## src/rtl/bip_pkg.sv

```systemverilog
// Shared widths, opcode values, mux/ALU encodings and the decoded control word
// for the BIP-class accumulator processor.
package bip_pkg;

  localparam int PC_WIDTH      = 11;
  localparam int OPCODE_WIDTH  = 5;
  localparam int OPERAND_WIDTH = 11;
  localparam int INSTR_WIDTH   = OPCODE_WIDTH + OPERAND_WIDTH;

  localparam logic [OPCODE_WIDTH-1:0] OP_HLT  = 5'b00000;
  localparam logic [OPCODE_WIDTH-1:0] OP_STO  = 5'b00001;
  localparam logic [OPCODE_WIDTH-1:0] OP_LD   = 5'b00010;
  localparam logic [OPCODE_WIDTH-1:0] OP_LDI  = 5'b00011;
  localparam logic [OPCODE_WIDTH-1:0] OP_ADD  = 5'b00100;
  localparam logic [OPCODE_WIDTH-1:0] OP_ADDI = 5'b00101;
  localparam logic [OPCODE_WIDTH-1:0] OP_SUB  = 5'b00110;
  localparam logic [OPCODE_WIDTH-1:0] OP_SUBI = 5'b00111;

  localparam logic [1:0] SELA_MEM = 2'b00;
  localparam logic [1:0] SELA_IMM = 2'b01;
  localparam logic [1:0] SELA_ALU = 2'b10;

  localparam logic SELB_MEM = 1'b0;
  localparam logic SELB_IMM = 1'b1;

  localparam logic ALU_ADD = 1'b0;
  localparam logic ALU_SUB = 1'b1;

  typedef struct packed {
    logic [1:0] sel_a;
    logic       sel_b;
    logic       wr_acc;
    logic       alu_op;
    logic       wr_ram;
    logic       rd_ram;
    logic       wr_pc;
  } ctrl_t;

  // Everything idle but the PC advancing: the behaviour of every unassigned opcode.
  localparam ctrl_t CTRL_NOP = '{
    sel_a:  SELA_MEM,
    sel_b:  SELB_MEM,
    wr_acc: 1'b0,
    alu_op: ALU_ADD,
    wr_ram: 1'b0,
    rd_ram: 1'b0,
    wr_pc:  1'b1
  };

endpackage

```

## src/rtl/bip_control_unit_if.sv

```systemverilog
// Program-memory / datapath bundle seen by the BIP control unit.
// No valid/ready: every signal is meaningful on every cycle; i_instr is the word
// addressed by o_PC in that same cycle, and the outputs are consumed every cycle.
interface bip_control_unit_if #(
  parameter int PC_WIDTH      = bip_pkg::PC_WIDTH,
  parameter int INSTR_WIDTH   = bip_pkg::INSTR_WIDTH,
  parameter int OPERAND_WIDTH = bip_pkg::OPERAND_WIDTH
);

  logic [INSTR_WIDTH-1:0]   i_instr;
  logic [PC_WIDTH-1:0]      o_PC;
  logic [OPERAND_WIDTH-1:0] o_signal;
  logic [1:0]               o_selA;
  logic                     o_selB;
  logic                     o_WrAcc;
  logic                     o_OP;
  logic                     o_WrRam;
  logic                     o_RdRam;
  logic                     dbg_halted;

  modport master (
    input  i_instr,
    output o_PC, o_signal, o_selA, o_selB, o_WrAcc, o_OP, o_WrRam, o_RdRam,
    output dbg_halted
  );

  modport slave (
    output i_instr,
    input  o_PC, o_signal, o_selA, o_selB, o_WrAcc, o_OP, o_WrRam, o_RdRam,
    input  dbg_halted
  );

endinterface

```

## src/rtl/bip_instr_decoder.sv

```systemverilog
// Purely combinational opcode -> control word decode for the BIP control unit.
module bip_instr_decoder
  import bip_pkg::*;
(
  input  logic [OPCODE_WIDTH-1:0] opcode,
  output ctrl_t                   ctrl
);

  always_comb begin
    ctrl = CTRL_NOP;
    case (opcode)
      OP_HLT: begin
        ctrl.wr_pc = 1'b0;
      end
      OP_STO: begin
        ctrl.wr_ram = 1'b1;
      end
      OP_LD: begin
        ctrl.sel_a  = SELA_MEM;
        ctrl.wr_acc = 1'b1;
        ctrl.rd_ram = 1'b1;
      end
      OP_LDI: begin
        ctrl.sel_a  = SELA_IMM;
        ctrl.wr_acc = 1'b1;
      end
      OP_ADD: begin
        ctrl.sel_a  = SELA_ALU;
        ctrl.sel_b  = SELB_MEM;
        ctrl.wr_acc = 1'b1;
        ctrl.alu_op = ALU_ADD;
        ctrl.rd_ram = 1'b1;
      end
      OP_ADDI: begin
        ctrl.sel_a  = SELA_ALU;
        ctrl.sel_b  = SELB_IMM;
        ctrl.wr_acc = 1'b1;
        ctrl.alu_op = ALU_ADD;
      end
      OP_SUB: begin
        ctrl.sel_a  = SELA_ALU;
        ctrl.sel_b  = SELB_MEM;
        ctrl.wr_acc = 1'b1;
        ctrl.alu_op = ALU_SUB;
        ctrl.rd_ram = 1'b1;
      end
      OP_SUBI: begin
        ctrl.sel_a  = SELA_ALU;
        ctrl.sel_b  = SELB_IMM;
        ctrl.wr_acc = 1'b1;
        ctrl.alu_op = ALU_SUB;
      end
      default: begin
        ctrl = CTRL_NOP;
      end
    endcase
  end

endmodule

```

## src/rtl/bip_control_unit.sv

```systemverilog
// BIP control unit: program counter, instruction decode and reset gating of strobes.
// Optional sticky halt flag is enabled by defining BIP_CTRL_STICKY_HALT_EN.
module bip_control_unit #(
  parameter int PC_WIDTH      = bip_pkg::PC_WIDTH,
  parameter int OPCODE_WIDTH  = bip_pkg::OPCODE_WIDTH,
  parameter int OPERAND_WIDTH = bip_pkg::OPERAND_WIDTH,
  parameter int INSTR_WIDTH   = bip_pkg::INSTR_WIDTH
) (
  input logic                i_clk,
  input logic                i_reset,
  bip_control_unit_if.master bus
);

  import bip_pkg::*;

  logic [OPCODE_WIDTH-1:0] opcode;
  ctrl_t                   dec;
  logic [PC_WIDTH-1:0]     pc_q;
  logic                    halted;
  logic                    pc_advance;
  logic                    strobe_en;

  assign opcode = bus.i_instr[INSTR_WIDTH-1 -: OPCODE_WIDTH];

  bip_instr_decoder u_decoder (
    .opcode (opcode),
    .ctrl   (dec)
  );

`ifdef BIP_CTRL_STICKY_HALT_EN
  // Once a HLT has been clocked in, only reset lets the program run again.
  logic halt_q;

  always_ff @(posedge i_clk or negedge i_reset) begin
    if (!i_reset) begin
      halt_q <= 1'b0;
    end else if (opcode == OP_HLT) begin
      halt_q <= 1'b1;
    end
  end

  assign halted = halt_q;
`else
  assign halted = 1'b0;
`endif

  assign pc_advance = dec.wr_pc & ~halted;
  assign strobe_en  = i_reset & ~halted;

  // Natural 11-bit overflow gives the 0x7FF -> 0x000 wrap.
  always_ff @(posedge i_clk or negedge i_reset) begin
    if (!i_reset) begin
      pc_q <= '0;
    end else if (pc_advance) begin
      pc_q <= pc_q + PC_WIDTH'(1);
    end
  end

  assign bus.o_PC       = pc_q;
  assign bus.o_signal   = bus.i_instr[OPERAND_WIDTH-1:0];
  assign bus.o_selA     = dec.sel_a;
  assign bus.o_selB     = dec.sel_b;
  assign bus.o_OP       = dec.alu_op;
  assign bus.o_WrAcc    = dec.wr_acc & strobe_en;
  assign bus.o_WrRam    = dec.wr_ram & strobe_en;
  assign bus.o_RdRam    = dec.rd_ram & strobe_en;
  assign bus.dbg_halted = halted;

endmodule

```

## src/flat_wrapper.sv

```systemverilog
// flat-port wrapper written by rule: the top's interface ports become plain ports
module bip_control_unit_flat import bip_pkg::*;
#(
  parameter int PC_WIDTH      = bip_pkg::PC_WIDTH,
  parameter int OPCODE_WIDTH  = bip_pkg::OPCODE_WIDTH,
  parameter int OPERAND_WIDTH = bip_pkg::OPERAND_WIDTH,
  parameter int INSTR_WIDTH   = bip_pkg::INSTR_WIDTH
)
  (i_clk, i_reset, bus_i_instr, bus_o_PC, bus_o_signal, bus_o_selA, bus_o_selB, bus_o_WrAcc, bus_o_OP, bus_o_WrRam, bus_o_RdRam, bus_dbg_halted);
  bip_control_unit_if #(.PC_WIDTH(PC_WIDTH), .INSTR_WIDTH(INSTR_WIDTH), .OPERAND_WIDTH(OPERAND_WIDTH)) bus_i ();
  input logic i_clk;
  input logic i_reset;
  input wire logic [$bits(bus_i.i_instr)-1:0] bus_i_instr;
  output wire logic [$bits(bus_i.o_PC)-1:0] bus_o_PC;
  output wire logic [$bits(bus_i.o_signal)-1:0] bus_o_signal;
  output wire logic [$bits(bus_i.o_selA)-1:0] bus_o_selA;
  output wire logic [$bits(bus_i.o_selB)-1:0] bus_o_selB;
  output wire logic [$bits(bus_i.o_WrAcc)-1:0] bus_o_WrAcc;
  output wire logic [$bits(bus_i.o_OP)-1:0] bus_o_OP;
  output wire logic [$bits(bus_i.o_WrRam)-1:0] bus_o_WrRam;
  output wire logic [$bits(bus_i.o_RdRam)-1:0] bus_o_RdRam;
  output wire logic [$bits(bus_i.dbg_halted)-1:0] bus_dbg_halted;
  assign bus_i.i_instr = bus_i_instr;
  assign bus_o_PC = bus_i.o_PC;
  assign bus_o_signal = bus_i.o_signal;
  assign bus_o_selA = bus_i.o_selA;
  assign bus_o_selB = bus_i.o_selB;
  assign bus_o_WrAcc = bus_i.o_WrAcc;
  assign bus_o_OP = bus_i.o_OP;
  assign bus_o_WrRam = bus_i.o_WrRam;
  assign bus_o_RdRam = bus_i.o_RdRam;
  assign bus_dbg_halted = bus_i.dbg_halted;
  bip_control_unit #(.PC_WIDTH(PC_WIDTH), .OPCODE_WIDTH(OPCODE_WIDTH), .OPERAND_WIDTH(OPERAND_WIDTH), .INSTR_WIDTH(INSTR_WIDTH)) u_core (.i_clk(i_clk), .i_reset(i_reset), .bus(bus_i));
endmodule
```

## config.mk

```make
export PLATFORM = sky130hd
export DESIGN_NAME = bip_control_unit_flat
export DESIGN_NICKNAME = d
export VERILOG_FILES = /design/src/rtl/bip_pkg.sv /design/src/rtl/bip_control_unit_if.sv /design/src/rtl/bip_instr_decoder.sv /design/src/rtl/bip_control_unit.sv /design/src/flat_wrapper.sv
export SDC_FILE = /design/constraint.sdc
export NUM_CORES = 1
export LEC_CHECK = 0
export CORE_MARGIN = 5
export CORE_UTILIZATION = 35
export CTS_BUF_LIST = sky130_fd_sc_hd__clkbuf_8
export CTS_CLUSTER_SIZE = 25
export DETAILED_ROUTE_END_ITERATION = 8
export MAX_ROUTING_LAYER = met4
export PLACE_DENSITY_LB_ADDON = 0.05
export SYNTH_ARGS = -nofsm -noshare
export SYNTH_HDL_FRONTEND = slang
export SYNTH_HIERARCHICAL = 1
export SYNTH_SLANG_ARGS = --single-unit
```

## constraint.sdc

```tcl
create_clock -name i_clk -period 2.32 [get_ports i_clk]
set_clock_uncertainty 0.2 [all_clocks]
set_input_delay 0.464 -clock i_clk [delete_from_list [all_inputs] [get_ports i_clk]]
set_output_delay 0.464 -clock i_clk [all_outputs]
set_load 0.1 [all_outputs]
```

==> results.ini, run 1 <==
[cts]
cts_made_buffers = 3
root_buffer = clkbuf_8
cts_tree = built
clockBufferDepth = 2
clock_latency_ns = 0.23
cts_max_level = 1
clock-sinks = 11
clk_pin_slew_worst_paths_ns = 0.05

[global_route]
overflow = 0
antenna_found_initial = 0
grt_pass1_wl_um = 2208
grt_max_degree = 8
grt_use_total_pct = 10.83
grt_pass1_vias = 507

[routing]
routed_wl_um = 1402
via_per_inst = 4.461
routed-via-count = 513
route.met2.wl_um = 651
top_layer = met4
drc = 0
route.met3.wl_um = 147
ant_nets = 0
post_drt_wl_per_cell_um = 12.19
dr.pass1.iters = 3
first_iter_violations = 8
wl_met1_um = 594

[sta]
hold_violations = 0
finalCritPeriodShare_pct = 97.82
finalSetupViolations = 0
fin_setup_tns_ns = 0
max_freq_mhz = 440.7
rsz0062_at_grt = yes
fin_crit_ns = 2.269
drv_slew = 0

[cells_and_area]
final_area_um2 = 1012
nets = 108
area_delta_synth_final_pct = 48.99
register_area_um2 = 275.3
largest_register_ffs = 11
multi_input_area_um2 = 325.3
fill_cells = 173
fin_util_pct = 53.22
drive_above_1_share_pct = 38.64
antennaDiodeCount = 0

[setup_path]
worstPathRequired_ns = 1.66
endpoint_kind = output port
cp.arrival_ns = 1.61
critPathMaxFanout = 5
critPathLaunchType = primary input
worstSetupPathType = primary input to output port

[hold_path]
hp-class = register to register

[outcome]
status = finished, final reports clean

[synthesis]
synthCells = 68
syn_nets = 87
synth_area_um2 = 679.4
synth_cell_type_count = 20
ys_warn_count = 6
yosys_register_bits = 11
synth.yosys.seq_area_share_pct = 40.52
postSynthAreaPerCell_um2 = 9.991

[die]
die_y_um = 54.06
pin_count = 48
die_w_um = 54.06
core_area_um2 = 1902
dieArea_um2 = 2922
rows = 16
initial_core_util_pct = 35.72

[placement]
postPlaceCellArea_um2 = 948.4
dp_hpwl_um = 1145
place_congestion = 0.7061
io_buffer_count = 24

[power]
ir_drop_v = 0.0009371
total_power_w = 0.001455
powerDensity_nw_per_um2 = 1437
leakage_nw = 0.4750

[job]
maxCapViolCount = 0

==> layout by cell type, fill, tap and decap left out, types with 5 or more instances in the layout <==
master	netlist	routed
buf_12	0	8
buf_4	12	14
dfrtp_1	11	11
nand2_1	5	5
nor2_1	5	5
xnor2_1	5	5
xor2_1	5	5
==> cells in the mapped netlist <==
cell,instances,area (um2)
and3b_1,1,8.760
nor3_1,4,20.02
nor2_1,5,18.77
nor4_4,1,21.27
nand3_1,2,10.01
inv_1,2,7.510
dfrtp_1,11,275.3
nor4_1,1,6.260
and3_1,3,18.77
nand4_4,1,21.27
xnor2_1,5,43.79
conb_1,1,3.750
mux2_2,1,11.26
and2_1,4,25.02
xor2_1,5,43.79
buf_4,12,90.09
nand4_1,2,12.51
nor3_2,1,10.01
nand2_1,5,18.77
ha_1,1,12.51
==> area by class of cell <==
type | instances | share of cell area [%]
clock buffer | 3 | 4.079
sequential | 11 | 27.19
timing repair buffer | 28 | 32.14
tap | 27 | 3.337
multi-input combinational | 43 | 32.14
clock inverter | 1 | 0.3708
inverter | 2 | 0.7417
==> critical path: stages <==
cell             delay (ns)
clkdlybuf4s50_1        0.52
nor2_1                 0.09
nor4_2                 0.16
and2_4                 0.20
buf_12                 0.16
==> final timing paths <==
check	from	to	slack, ns	depth (start not counted)
max	bus_i_instr[12]	bus_o_RdRam	0.05	5
min	u_core/bus.o_PC[10]	u_core/bus.o_PC[10]	0.26	1
max reg2reg	u_core/bus.o_PC[0]	u_core/bus.o_PC[8]	0.87	4
min reg2reg	u_core/bus.o_PC[10]	u_core/bus.o_PC[10]	0.26	1
max in group asynchronous	i_reset	u_core/bus.o_PC[5]	1.35	2
min in group asynchronous	i_reset	u_core/bus.o_PC[2]	0.43	2
==> kinds of logic after synthesis <==
logic type | after synthesis | share of synthesized area [%]
flops | 11 | 40.52
fa+ha+maj | 1 | 1.841
other cells | 1 | 0.5520
buf+inv | 14 | 14.37
mux | 1 | 1.657
simple gates | 30 | 28.18
xor+xnor | 10 | 12.89
==> layer usage <==
layer  GRT usage, %  vias up
met1          12.18      239
met3          3.601        2
met4          4.979        0
met5              -        -
met2          17.34       22
li1               -      250
==> repair_timing <==
| item | in CTS | in global routing |
|---|---|---|
| endpoints found under the hold margin | 0 | 0 |
| pin swaps | 1 | 3 |
| buffers inserted | 0 | 0 |
| gates cloned | 0 | 0 |
| endpoints found under the setup margin | 1 | 3 |
| resized for setup | 3 | 5 |
| hold buffers | 0 | 0 |
==> report_power, final <==
group | internal [W] | leakage, nW | total [W] | switching (W)
Combinational | 0.000223 | 0.318 | 0.000895 | 0.000672
Sequential | 0.000266 | 0.130 | 0.000375 | 0.000110
Clock | 0.000116 | 0.0269 | 0.000184 | 0.0000685
Total | 0.000604 | 0.475 | 0.00145 | 0.000850
==> stage by stage <==
step	instances	hold slack (ns)	worst slack [ns]
final	115	0.2642	0.05063
after global routing	115	0.2956	-0.02380
after CTS	115	0.2702	0.02087
after detailed placement	111	0.2620	-0.04341
after global placement	111	0.2586	-0.04088
after floorplan	68	-0.03159	0.1025
No activity file was read; power rests on OpenSTA's default activity.
==> run 2, diff against run 1 <==
--- a/config.mk
+++ b/config.mk
@@ -11,7 +11,7 @@
 export CTS_CLUSTER_SIZE = 25
 export DETAILED_ROUTE_END_ITERATION = 8
 export MAX_ROUTING_LAYER = met4
-export PLACE_DENSITY_LB_ADDON = 0.05
+export PLACE_DENSITY_LB_ADDON = 0.08
 export SYNTH_ARGS = -nofsm -noshare
 export SYNTH_HDL_FRONTEND = slang
 export SYNTH_HIERARCHICAL = 1
==> run 2 against run 1 <==
Hold slack better by 0.0080 ns. Flip-flop and latch count stayed put. Cell count stayed put. Critical path depth is 1 lower. Count of clock-buffer cells in the layout stayed put. Critical path type unchanged. Cell area is 0.74% lower. Sequential share of layout area is 0.20 points higher.
==> results.ini, run 2 (same netlist as run 1, synthesis figures left out) <==
[cts]
clk_pin_slew_worst_paths_ns = 0.05  ; about the same
cts_hold_buffers = 0  ; unchanged
cts_made_buffers = 3  ; unchanged
clock-sinks = 11  ; unchanged
cts_tree = built
clockBufferDepth = 2  ; unchanged
clock_latency_ns = 0.24  ; about the same
cts_max_level = 1  ; unchanged
root_buffer = clkbuf_8
cts_setup_buffers = 0  ; unchanged

[placement]
place_congestion = 0.7103  ; +0.59%
dp_hpwl_um = 1199  ; +4.7%
place_ws_ns = -0.05241  ; -0.008998 ns
io_buffer_count = 24  ; unchanged

[global_route]
grt_max_degree = 8  ; unchanged
grt_pass1_wl_um = 2387  ; +8.1%
grt_pass1_vias = 528  ; +4.1%
antenna_found_initial = 0  ; unchanged
overflow = 0  ; unchanged
grt_use_total_pct = 11.73  ; +0.90 points

[die]
dieArea_um2 = 2922  ; unchanged
core_area_um2 = 1902  ; unchanged
die_y_um = 54.06  ; unchanged
die_w_um = 54.06  ; unchanged
rows = 16  ; unchanged
pin_count = 48  ; unchanged
initial_core_util_pct = 35.72  ; unchanged

[power]
leakage_nw = 0.4803  ; +1.1%
total_power_w = 0.001459  ; +0.30%
powerDensity_nw_per_um2 = 1452  ; +1.0%
ir_drop_v = 0.001305  ; +39%

[sta]
finalCritPeriodShare_pct = 96.56  ; -1.3 points
drv_slew = 0  ; unchanged
finalSetupViolations = 0  ; unchanged
fin_crit_ns = 2.240  ; -0.02927 ns
hold_violations = 0  ; unchanged
rsz0062_at_grt = no
max_freq_mhz = 446.4  ; +1.3%
setup_slack_ns = 0.07991  ; +0.02927 ns

[setup_path]
crit_chain = clkdlybuf4s50_1, nor4_2, and2_1, buf_12
crit_slowest_cell = clkdlybuf4s50_1
worstSetupPathType = primary input to output port
worstPathRequired_ns = 1.66  ; about the same
critPathMaxFanout = 5  ; unchanged
critPathBufInv = 2  ; unchanged
cp.arrival_ns = 1.58  ; -0.03 ns
endpoint_kind = output port
critical-path-max-stage-delay_ns = 0.49  ; -0.03 ns
crit_family = buffers and inverters
critPathLaunchType = primary input

[cells_and_area]
drive_above_1_share_pct = 35.23  ; -3.4 points
antennaDiodeCount = 0  ; unchanged
largest_register_ffs = 11  ; unchanged
final_common_cell = buf_4
mostFrequentLayoutCells = buf_4 (14), dfrtp_1 (11), buf_12 (8)
area_delta_synth_final_pct = 47.88
nets = 108  ; unchanged

[routing]
routed_wl_um = 1482  ; +5.7%
ant_nets = 0  ; unchanged
drc = 0  ; unchanged
via_per_inst = 4.565  ; +2.3%
routed-via-count = 525  ; +2.3%
dr.pass1.iters = 4  ; +1
post_drt_wl_per_cell_um = 12.89  ; +5.7%
first_iter_violations = 1  ; -7

[hold_path]
hp-class = register to register

[outcome]
status = finished, final reports clean

[job]
maxCapViolCount = 0  ; unchanged

[run 2: changes by cell type in the layout (fill, tap and decap cells not counted)]
cell / delta
dlymetal6s2s_1: +1
clkdlybuf4s50_1: -1
and2_1: +2
nor3_1: +1
nor3_2: -1
and2_4: -2
[run 2: worst register-to-register path, delay by kind of cell, from the launching register on]
family / cells / cell delay (ns)
fa+ha+maj: 1 / 0.23
flops: 1 / 0.45
simple gates: 2 / 0.32
xor+xnor: 1 / 0.17
[run 2: cell type report]
type                    instances  area, um2
clock buffers                   3      41.29
well taps                      27      33.78
flip-flops and latches         11      275.3
clock inverters                 1      3.754
multi-input cells              43      315.3
inverters                       2      7.507
fillers                       186      897.1
repair buffers                 28      327.8
[run 2: path summary, 6_finish.rpt]
kind | start | endpoint | slack, ns | cells past startpoint
max in group asynchronous | i_reset | u_core/bus.o_PC[9] | 1.37 | 2
worst max-delay path | bus_i_instr[11] | bus_o_RdRam | 0.08 | 4
worst min-delay path | u_core/bus.o_PC[10] | u_core/bus.o_PC[10] | 0.27 | 1
worst max register to register | u_core/bus.o_PC[0] | u_core/bus.o_PC[8] | 0.87 | 4
worst min register to register | u_core/bus.o_PC[10] | u_core/bus.o_PC[10] | 0.27 | 1
min in group asynchronous | i_reset | u_core/bus.o_PC[4] | 0.41 | 2
[run 2: layer usage]
metal  GRT usage (%)  wire (um)  part of all wire (%)
met5               -          0                     0
met4           7.054         38                   2.6
met3           3.047        153                    10
met2           18.15        685                    46
met1           13.56        604                    41
[run 2: repair_timing]
item	in CTS	in global routing
gates resized for setup	3	3
endpoints found under the setup margin	1	3
pin swaps	1	1
[run 2: power by group]
| group | internal (W) | switching, W |
|---|---|---|
| clock | 0.000116 | 0.0000710 |
| sequential | 0.000266 | 0.000112 |
| combinational | 0.000222 | 0.000672 |
| total | 0.000604 | 0.000855 |
[run 2: through the flow]
stage / area, um2 / instances / hold slack [ns] / utilization, % / TNS [ns]
detailed placement: 948.4 / 111 / 0.2695 / 49.87 / -0.05241
global placement: 948.4 / 111 / 0.2589 / 49.87 / -0.04142
floorplan: 679.4 / 68 / -0.03159 / - / 0
global route: 1005 / 115 / 0.3145 / 52.83 / 0
finish: 1005 / 115 / 0.2722 / 52.83 / 0
CTS: 993.5 / 115 / 0.2760 / 52.24 / 0
